[config.mk]
export PLATFORM = sky130hd
export DESIGN_NAME = bcd_split_seq
export DESIGN_NICKNAME = d
export VERILOG_FILES = /design/src/rtl/bcd_split_seq.sv
export SDC_FILE = /design/constraint.sdc
export NUM_CORES = 1
export LEC_CHECK = 0
export ABC_AREA = 1
export CELL_PAD_IN_SITES_DETAIL_PLACEMENT = 0
export CELL_PAD_IN_SITES_GLOBAL_PLACEMENT = 1
export CORE_ASPECT_RATIO = 1.25
export CORE_MARGIN = 10
export CORE_UTILIZATION = 31
export CTS_BUF_LIST = sky130_fd_sc_hd__clkbuf_8
export DETAILED_ROUTE_END_ITERATION = 10
export DONT_BUFFER_PORTS = 1
export GPL_TIMING_DRIVEN = 0
export MAX_ROUTING_LAYER = met4
export PLACE_DENSITY = 0.68
export SYNTH_ARGS = -nofsm -noshare
export SYNTH_HDL_FRONTEND = slang
export SYNTH_SLANG_ARGS = --single-unit
[constraint.sdc]
create_clock -name Clk_In -period 3.24 [get_ports Clk_In]
set_input_delay 0.324 -clock Clk_In [delete_from_list [all_inputs] [get_ports Clk_In]]
set_output_delay 0.324 -clock Clk_In [all_outputs]
set_load 0.1 [all_outputs]
[src/rtl/bcd_split_seq.sv]
// Sequential binary-to-BCD converter (double-dabble, one bit per clock).
// Converts a 10-bit value to hundreds/tens/ones digits, saturating above 999.
module bcd_split_seq (
    input  logic       Clk_In,
    input  logic       Reset_In,
    input  logic       Start_In,
    input  logic [9:0] Bin_In,
    output logic       Busy_Out,
    output logic       Done_Out,
    output logic       Ovf_Out,
    output logic [3:0] Hundreds_Out,
    output logic [3:0] Tens_Out,
    output logic [3:0] Ones_Out
);

    typedef enum logic [1:0] {
        IDLE   = 2'd0,
        SHIFT  = 2'd1,
        FINISH = 2'd2
    } state_t;

    localparam logic [9:0] MAX_BCD = 10'd999;
    localparam logic [3:0] LAST_SHIFT = 4'd9;

    state_t      state_q;
    state_t      state_d;
    logic [9:0]  bin_q;
    logic [9:0]  bin_d;
    logic [11:0] scr_q;
    logic [11:0] scr_d;
    logic [11:0] scr_adj;
    logic [3:0]  cnt_q;
    logic [3:0]  cnt_d;
    logic        ovf_q;
    logic        ovf_d;
    logic [3:0]  hun_d;
    logic [3:0]  ten_d;
    logic [3:0]  one_d;
    logic        ovf_out_d;
    logic        done_d;

    // Add 3 to a nibble that would reach 10 or more once doubled.
    function automatic logic [3:0] add3(input logic [3:0] n);
        return (n >= 4'd5) ? n + 4'd3 : n;
    endfunction

    // Per-nibble correction, all nibbles judged on their pre-shift values.
    always_comb begin
        scr_adj = {add3(scr_q[11:8]), add3(scr_q[7:4]), add3(scr_q[3:0])};
    end

    // Next-state and datapath updates for the conversion sequence.
    always_comb begin
        state_d   = state_q;
        bin_d     = bin_q;
        scr_d     = scr_q;
        cnt_d     = cnt_q;
        ovf_d     = ovf_q;
        hun_d     = Hundreds_Out;
        ten_d     = Tens_Out;
        one_d     = Ones_Out;
        ovf_out_d = Ovf_Out;
        done_d    = 1'b0;
        unique case (state_q)
            IDLE: begin
                if (Start_In) begin
                    bin_d   = Bin_In;
                    scr_d   = '0;
                    cnt_d   = '0;
                    ovf_d   = (Bin_In > MAX_BCD);
                    state_d = SHIFT;
                end
            end
            SHIFT: begin
                // The thousands carry out of scr_adj[11] is dropped.
                {scr_d, bin_d} = {scr_adj[10:0], bin_q, 1'b0};
                cnt_d = cnt_q + 4'd1;
                if (cnt_q == LAST_SHIFT) begin
                    state_d = FINISH;
                end
            end
            FINISH: begin
                if (ovf_q) begin
                    hun_d = 4'd9;
                    ten_d = 4'd9;
                    one_d = 4'd9;
                end else begin
                    hun_d = scr_q[11:8];
                    ten_d = scr_q[7:4];
                    one_d = scr_q[3:0];
                end
                ovf_out_d = ovf_q;
                done_d    = 1'b1;
                state_d   = IDLE;
            end
            default: begin
                state_d = IDLE;
            end
        endcase
    end

    // State, working registers and held outputs; reset clears everything.
    always_ff @(posedge Clk_In) begin
        if (Reset_In) begin
            state_q      <= IDLE;
            bin_q        <= '0;
            scr_q        <= '0;
            cnt_q        <= '0;
            ovf_q        <= 1'b0;
            Hundreds_Out <= '0;
            Tens_Out     <= '0;
            Ones_Out     <= '0;
            Ovf_Out      <= 1'b0;
            Done_Out     <= 1'b0;
        end else begin
            state_q      <= state_d;
            bin_q        <= bin_d;
            scr_q        <= scr_d;
            cnt_q        <= cnt_d;
            ovf_q        <= ovf_d;
            Hundreds_Out <= hun_d;
            Tens_Out     <= ten_d;
            Ones_Out     <= one_d;
            Ovf_Out      <= ovf_out_d;
            Done_Out     <= done_d;
        end
    end

    // Busy covers the shift and finish phases.
    always_comb begin
        Busy_Out = (state_q != IDLE);
    end

endmodule
==> impl_metrics.csv, run 1 <==
group,metric,value,unit
run_status,status,"completed",
floorplanning,io_pins,28,
clock_network,cts_tree,"done",
cells_and_area,n_antenna_cell,0,
hold_path,hold_depth,2,
logic_synthesis,synth_warnings,0,
clock_network,htree_levels,2,
clock_network,cts_made_buffers,5,
clock_network,cts_hold_buffers,0,
cells_and_area,final_cells,354,
logic_synthesis,synth.distinct_cells,26,
worst_setup_path,crit_required,2920,ps
power,p_total,1.08,mW
clock_network,post_cts.repair.setup_buffers,0,
worst_setup_path,arrival,1500,ps
worst_setup_path,endpoint_kind,"primary output",
cells_and_area,stdcell_area,2200,sq um
sta,hold_viol,0,
cells_and_area,layout.nets,289,
cells_and_area,drive_gt1_frac,0.108,
sta,tns,0,ps
floorplanning,die_area,9980,sq um
logic_synthesis,ys.flop_type,"dfxtp_1",
routing,drt_iter0_drc,76,
worst_setup_path,reg2reg_to,"scr_q[4]",
worst_setup_path,timing.rr.start,"scr_q[0]",
hold_path,hp-start,"Bin_In[0]",
sta,fin_crit,1830,ps
placed_design,dp_cells,346,
power,p_leak,0.852,nW
sta,max_clock_freq,547,MHz
logic_synthesis,async_reset_ff_frac,0,
worst_setup_path,critPathLaunch,"state_q[0]",
sta,rsz0062_at_grt,"false",
hold_path,holdPathEnd,"bin_q[0]",
placed_design,placed_area,2080,sq um
worst_setup_path,reg2reg_slack,1830,ps
routing,viasPerCell,4.73,
floorplanning,core,6170,sq um
sta,finClkSkew,6.51,ps
global_routing,antenna_found_initial,0,
clock_network,clk_path_buf_depth,2,
clock_network,cts_root_buf,"clkbuf_8",
clock_network,insertion_delay,300,ps
clock_network,clk_pin_slew,90,ps
global_routing,grt-ovfl-total,0,
sta,finalSetupViolCount,0,
floorplanning,die_h,109,um
global_routing,track_usage,0.106,
routing,drcViolationCount,0,
worst_setup_path,crit_path_top_delay_cell,"nand2_1",
sta,period_share,0.564,
power,ir_worst_vdd,0.000263,V
sta,tightest_slew,1010,ps
global_routing,grt_pass1_wl,8.25,mm
floorplanning,initial_core_util,0.320,
placed_design,gp_congestion,0.795,
placed_design,hpwlAfterDp,3.54,mm
global_routing,grt_max_degree,14,
cells_and_area,final_cell_mix,"nand2_1 (67), dfxtp_1 (43), a21oi_1 (30)",
clock_network,clock_sinks,43,
logic_synthesis,syn_inst,261,
worst_setup_path,path_class,"flip-flop to primary output",
logic_synthesis,syn_nets,282,
logic_synthesis,synth.yosys.seq_area_share,0.436,
logic_synthesis,ys_ff_latch,43,
routing,ant_nets,0,
logic_synthesis,synth-edff-count,0,
sta,maxSlewHeadroom,0.329,
global_routing,grt_pass1_vias,1691,
placed_design,io_buffers,0,
worst_setup_path,rr_worst_depth,9,
floorplanning,row_count,32,
worst_setup_path,slowest_delay,670,ps
cells_and_area,syn2layout_area_growth,11.4,%
worst_setup_path,crit_path_cell_trace,"inv_2 -> nand2_1",
routing,wl_per_cell,13.8,um
logic_synthesis,avgSynthCellArea,7.56,sq um
run,max_cap_violations,0,
hold_path,hold_path_class,"input port to flip-flop",
cells_and_area,layout_commonest_cell,"nand2_1",
routing,wl,4.88,mm
routing,vias,1674,
power,p_per_area,490,nW/um^2
floorplanning,chipWidth,91.4,um
worst_setup_path,startpoint_type,"flip-flop",
cells_and_area,utilization,0.356,
clock_network,ctsResizeCount,0,
sta,maxSlewViolCount,0,
routing,drt_first_pass_iters,4,
worst_setup_path,critPathMaxFanout,3,
logic_synthesis,synth_area,1970,sq um
## worst max path at each step
stage                          end  cells after the start
after floorplan           Busy_Out                      2
after global placement    Busy_Out                      2
after detailed placement  Busy_Out                      2
after CTS                 Busy_Out                      2
after global routing      Busy_Out                      2
final                     Busy_Out                      2
## where the power goes
group | switching (mW) | leakage (nW) | total [mW] | internal (mW)
registers | 0.00910 | 0.349 | 0.552 | 0.543
clock network | 0.194 | 0.0612 | 0.444 | 0.250
logic | 0.0590 | 0.442 | 0.0813 | 0.0223
total | 0.262 | 0.852 | 1.08 | 0.815
## per-layer routing
layer | vias to the layer above | GRT usage | share of wire
li1 | 867 | - | -
met1 | 773 | 0.114 | 0.45
met2 | 27 | 0.181 | 0.49
met3 | 7 | 0.0303 | 0.052
met4 | 0 | 0.0471 | 0.013
met5 | - | - | 0
## sequential cells by signal (all words and copies together) (netlist names)
register and cells:
Ones_Out 4, Hundreds_Out 4, cnt_q 4, ovf_q 1
state_q 2, Tens_Out 4, Done_Out 1, bin_q 10
scr_q 12, Ovf_Out 1
## synth_stat cells, drive strengths merged (2+ instances only)
cell type	count	share of area
a21oi	33	0.089
a31oi	3	0.0095
buf	7	0.025
clkbuf	2	0.0038
dfxtp	43	0.44
ha	8	0.051
inv	29	0.056
nand2	70	0.14
nand3	16	0.043
nand4	7	0.022
nor2	18	0.050
o211ai	9	0.034
o21ai	14	0.037
## kinds of logic after synthesis
| logic type | share of synthesized area |
|---|---|
| flip-flops | 0.436 |
| AND/OR/NAND/NOR | 0.255 |
| adder cells (fa/ha/maj) | 0.0507 |
| buffers and inverters | 0.0875 |
| AO/OA/AOI/OAI | 0.171 |
## worst max-delay path: cells and delay by family, from the launching register on
family	cells	cell delay (ps)
simple gates	1	670
flops	1	440
buf+inv	1	90
## through the flow
step | hold slack (ps) | setup slack, ps
after floorplan | 424 | 1780
after global placement | 438 | 1740
after detailed placement | 438 | 1730
after CTS | 152 | 1390
after global routing | 188 | 1350
final | 165 | 1410
## final cells by class
cell class	count	area (sq um)
Clock buffer	6	82.6
Clock inverter	2	35.0
Inverter	30	115
Tap cell	85	106
Multi-Input combinational cell	179	940
Fill cell	716	3970
Buffer	9	57.6
Sequential cell	43	861
(Power assumes the default switching activity.)
==> run 2, diff against run 1 <==
PLACE_DENSITY = 0.7   (was 0.68)
clock period = 1.6 ns   (was 3.24 ns; I/O delays follow)
==> run 2 against run 1 <==
Wire length fell by 0.82%. Cell count increased by 0.28%. Register-to-register slack got worse by 1700 ps. Worst hold slack got worse by 150 ps. Sequential cell count is the same. Largest cell class unchanged. Critical path type unchanged. Sequential power increased by 100%.
==> impl_metrics.csv, run 2 (synthesis results as in run 1) <==
group,metric,value,unit
sta,max_clock_freq,687,MHz
placed_design,io_buffers,0,
global_routing,use_met2,0.174,
sta,hold_viol,0,
placed_design,hpwlAfterDp,3.46,mm
clock_network,clk_path_buf_depth,2,
run_status,status,"completed",
clock_network,clk_pin_slew,80,ps
worst_setup_path,path_class,"flip-flop to primary output",
sta,tns,0,ps
cells_and_area,drive_gt1_frac,0.111,
global_routing,grt-ovfl-total,0,
floorplanning,initial_core_util,0.320,
cells_and_area,layout_commonest_cell,"nand2_1",
clock_network,cts_tree,"done",
worst_setup_path,endpoint_kind,"primary output",
cells_and_area,layout.nets,290,
sta,finClkSkew,7.63,ps
cells_and_area,largest_reg_flops,12,
routing,drcViolationCount,0,
clock_network,insertion_delay,300,ps
floorplanning,io_pins,28,
run,max_cap_violations,0,
sta,fin_crit,1460,ps
power,ir_worst_vdd,0.000548,V
floorplanning,die_h,109,um
power,p_leak,0.856,nW
global_routing,grtUsageMet1,0.113,
clock_network,clock_sinks,43,
sta,tightest_slew,1010,ps
global_routing,grt_pass1_vias,1682,
global_routing,antenna_found_initial,0,
cells_and_area,reg_top3,"scr_q (12), bin_q (10)",
worst_setup_path,crit_required,1440,ps
sta,rsz0062_at_grt,"false",
global_routing,grt_pass1_wl,8.23,mm
floorplanning,die_area,9980,sq um
worst_setup_path,arrival,1300,ps
routing,drt_iter0_drc,52,
power,p_total,2.16,mW
global_routing,track_usage,0.106,
routing,wl_per_cell,13.6,um
placed_design,gp_congestion,0.806,
sta,maxSlewViolCount,0,
cells_and_area,syn2layout_area_growth,12.0,%
routing,wl,4.84,mm
routing,ant_nets,0,
clock_network,htree_levels,2,
cells_and_area,n_fill_cell,696,
sta,period_share,0.910,
clock_network,cts_made_buffers,5,
cells_and_area,utilization,0.358,
sta,maxSlewHeadroom,0.324,
worst_setup_path,startpoint_type,"flip-flop",
sta,finalSetupViolCount,0,
global_routing,top_usage_layer,"met2",
floorplanning,row_count,32,
routing,viasPerCell,4.75,
routing,vias,1686,
cells_and_area,final_cell_mix,"nand2_1 (66), dfxtp_1 (43), a21oi_1 (30)",
global_routing,grt_max_degree,14,
cells_and_area,n_antenna_cell,0,
worst_setup_path,critPathMaxFanout,2,
clock_network,cts_root_buf,"clkbuf_8",
clock_network,post_cts.repair.setup_buffers,0,
global_routing,met3_usage,0.0392,
routing,drt_first_pass_iters,4,
power,p_per_area,980,nW/um^2
floorplanning,core,6170,sq um
floorplanning,chipWidth,91.4,um
hold_path,hold_path_class,"input port to flip-flop",
cells_and_area,regMostFlops,"scr_q",
## run 2: changes by cell type in the layout (fill, tap and decap cells not counted), sizes merged
cell         delta
dlygate4sd3     +1
## run 2: per-stage QoR
stage          cells  hold slack [ps]  worst slack, ps  area, sq um
2_1_floorplan    261              304              284         1970
4_1_cts          355             7.11              128         2210
3_5_place_dp     346              317              205         2080
3_3_place_gp     346              313              225         2080
6_report         355             19.0              144         2210
5_1_grt          355             13.5             3.43         2210
## run 2: final timing paths
check                                startpoint  cells past startpoint  slack (ps)               to
worst max-delay path            Hundreds_Out[2]                      0         140  Hundreds_Out[2]
worst min-delay path                  Bin_In[8]                      2          20            ovf_q
worst max register to register         scr_q[0]                      9         180         scr_q[4]
worst min register to register         bin_q[5]                      2         450         bin_q[5]
## run 2: timing repair
action                                  4_1_cts  5_1_grt
hold endpoints to repair                      1        0
hold buffers                                  1        0
endpoints found under the setup margin        1        0
gates resized for setup                       1        0
## run 2: area by class of cell
| type | instances | area [sq um] | area share |
|---|---|---|---|
| buffer | 9 | 57.6 | 0.0260 |
| clock buffer | 6 | 82.6 | 0.0374 |
| clock inverter | 2 | 35.0 | 0.0159 |
| inverter | 30 | 115 | 0.0521 |
| multi-input combinational | 179 | 942 | 0.426 |
| sequential | 43 | 861 | 0.390 |
| tap | 85 | 106 | 0.0481 |
| timing repair buffer | 1 | 10.0 | 0.00453 |
## run 2: power breakdown
group | total [mW] | leakage [nW] | switching [mW] | internal, mW
logic | 0.167 | 0.446 | 0.120 | 0.0472
registers | 1.12 | 0.349 | 0.0186 | 1.10
clock network | 0.880 | 0.0612 | 0.374 | 0.505
## run 2: metal layers
layer,vias up,wire (um)
li1,874,-
met1,767,2120
met2,36,2310
met3,9,321
met4,0,82
met5,-,0
==> run 3, diff against run 2 <==
CAP_MARGIN = 10   (was unset)
SETUP_SLACK_MARGIN = 0.05   (was unset)
==> run 3 against run 2 <==
Total power is essentially flat. Utilization is essentially flat. Sequential cell count is the same. Combinational power is essentially flat. Maximum frequency is the same. Largest cell class unchanged. Largest power group unchanged.
==> impl_metrics.csv, run 3 (synthesis results as in run 1) <==
group,metric,value,unit
cells_and_area,final_cell_mix,"nand2_1 (66), dfxtp_1 (42), a21oi_1 (30)",
worst_setup_path,crit_required,1440,ps
sta,tightest_slew,1010,ps
global_routing,grt-ovfl-total,0,
sta,finalSetupViolCount,0,
run,max_cap_violations,0,
cells_and_area,regMostFlops,"scr_q",
cells_and_area,layout_commonest_cell,"nand2_1",
power,p_per_area,979,nW/um^2
cells_and_area,layout.nets,290,
floorplanning,die_h,109,um
global_routing,track_usage,0.106,
worst_setup_path,startpoint_type,"flip-flop",
worst_setup_path,reg2reg_slack,180,ps
power,ir_worst_vdd,0.000548,V
global_routing,grt_pass1_vias,1682,
power,p_leak,0.857,nW
sta,rsz0062_at_grt,"true",
cells_and_area,largest_reg_flops,12,
sta,maxSlewHeadroom,0.324,
clock_network,cts_tree,"done",
placed_design,io_buffers,0,
floorplanning,chipWidth,91.4,um
sta,hold_viol,0,
cells_and_area,multi_input_area,942,sq um
clock_network,clock_sinks,43,
cells_and_area,n_antenna_cell,0,
worst_setup_path,reg2reg_to,"scr_q[4]",
sta,period_share,0.910,
routing,drt_iter0_drc,52,
sta,finClkSkew,7.63,ps
cells_and_area,utilization,0.359,
placed_design,pre_cts_slack,205,ps
floorplanning,core,6170,sq um
routing,vias,1686,
sta,tns,0,ps
worst_setup_path,critPathCapture,"Hundreds_Out[2]",
routing,ant_nets,0,
worst_setup_path,endpoint_kind,"primary output",
cells_and_area,drive_gt1_frac,0.115,
routing,drcViolationCount,0,
cells_and_area,register_area,862,sq um
cells_and_area,reg_top3,"scr_q (12), bin_q (10)",
floorplanning,io_pins,28,
placed_design,hpwlAfterDp,3.46,mm
worst_setup_path,rr_worst_depth,9,
sta,maxSlewViolCount,0,
global_routing,antenna_found_initial,0,
clock_network,insertion_delay,300,ps
worst_setup_path,critPathLaunch,"Hundreds_Out[2]",
placed_design,gp_congestion,0.806,
sta,fin_crit,1460,ps
routing,wl,4.84,mm
global_routing,grt_pass1_wl,8.23,mm
sta,max_clock_freq,687,MHz
routing,drt_first_pass_iters,4,
clock_network,clk_pin_slew,80,ps
floorplanning,die_area,9980,sq um
worst_setup_path,path_class,"flip-flop to primary output",
worst_setup_path,critPathMaxFanout,2,
cells_and_area,syn2layout_area_growth,12.0,%
clock_network,cts_made_buffers,5,
global_routing,grt_max_degree,14,
run_status,status,"completed",
cells_and_area,n_fill_cell,695,
routing,wl_per_cell,13.6,um
hold_path,hold_path_class,"input port to flip-flop",
clock_network,htree_levels,2,
routing,viasPerCell,4.75,
sta,fin_ws,144,ps
clock_network,cts_root_buf,"clkbuf_8",
worst_setup_path,timing.rr.start,"scr_q[0]",
worst_setup_path,critical_path_cell_count,0,
floorplanning,row_count,32,
worst_setup_path,arrival,1300,ps
floorplanning,initial_core_util,0.320,
clock_network,clk_path_buf_depth,2,
==> run 3: cell types whose count changed in the layout (fill, tap and decap cells not counted) <==
cell     delta
dfxtp_2     +1
dfxtp_1     -1
==> run 3: area by class of cell <==
cell class,instances,share of cell area
timing repair buffer,1,0.00453
buffer,9,0.0260
tap,85,0.0481
multi-input combinational,179,0.426
clock inverter,2,0.0158
clock buffer,6,0.0374
inverter,30,0.0521
sequential,43,0.390
==> run 3: stage by stage <==
step,hold slack (ps),instance area [sq um],cells,total power [mW]
3_3_place_gp,313,2080,346,1.31
4_1_cts,7.11,2210,355,2.21
5_1_grt,13.5,2210,355,2.26
6_report,19.0,2210,355,2.16
2_1_floorplan,304,1970,261,1.26
3_5_place_dp,317,2080,346,1.31
==> run 3: how the worst min path moves through the flow <==
stage,cells past startpoint,start,to
final,2,Bin_In[8],ovf_q
after global routing,2,Bin_In[7],bin_q[7]
after CTS,2,Bin_In[7],bin_q[7]
after detailed placement,2,Bin_In[0],bin_q[0]
after global placement,2,Bin_In[0],bin_q[0]
after floorplan,2,Bin_In[0],bin_q[0]
==> run 3: routing by layer <==
metal | up-vias | GRT usage | part of all wire
met5 | - | - | 0
met4 | 0 | 0.0437 | 0.017
met3 | 9 | 0.0392 | 0.066
met2 | 36 | 0.174 | 0.48
met1 | 767 | 0.113 | 0.44
li1 | 874 | - | -
==> run 3: timing repair <==
action	CTS	global route
endpoints found under the hold margin	1	0
hold buffers	1	0
resized for setup	1	1
endpoints found under the setup margin	1	1
setup buffers	0	0
==> run 3: power by group <==
group,internal (mW),leakage (nW),switching (mW)
registers,1.10,0.350,0.0186
clock network,0.505,0.0612,0.374
logic,0.0472,0.446,0.120
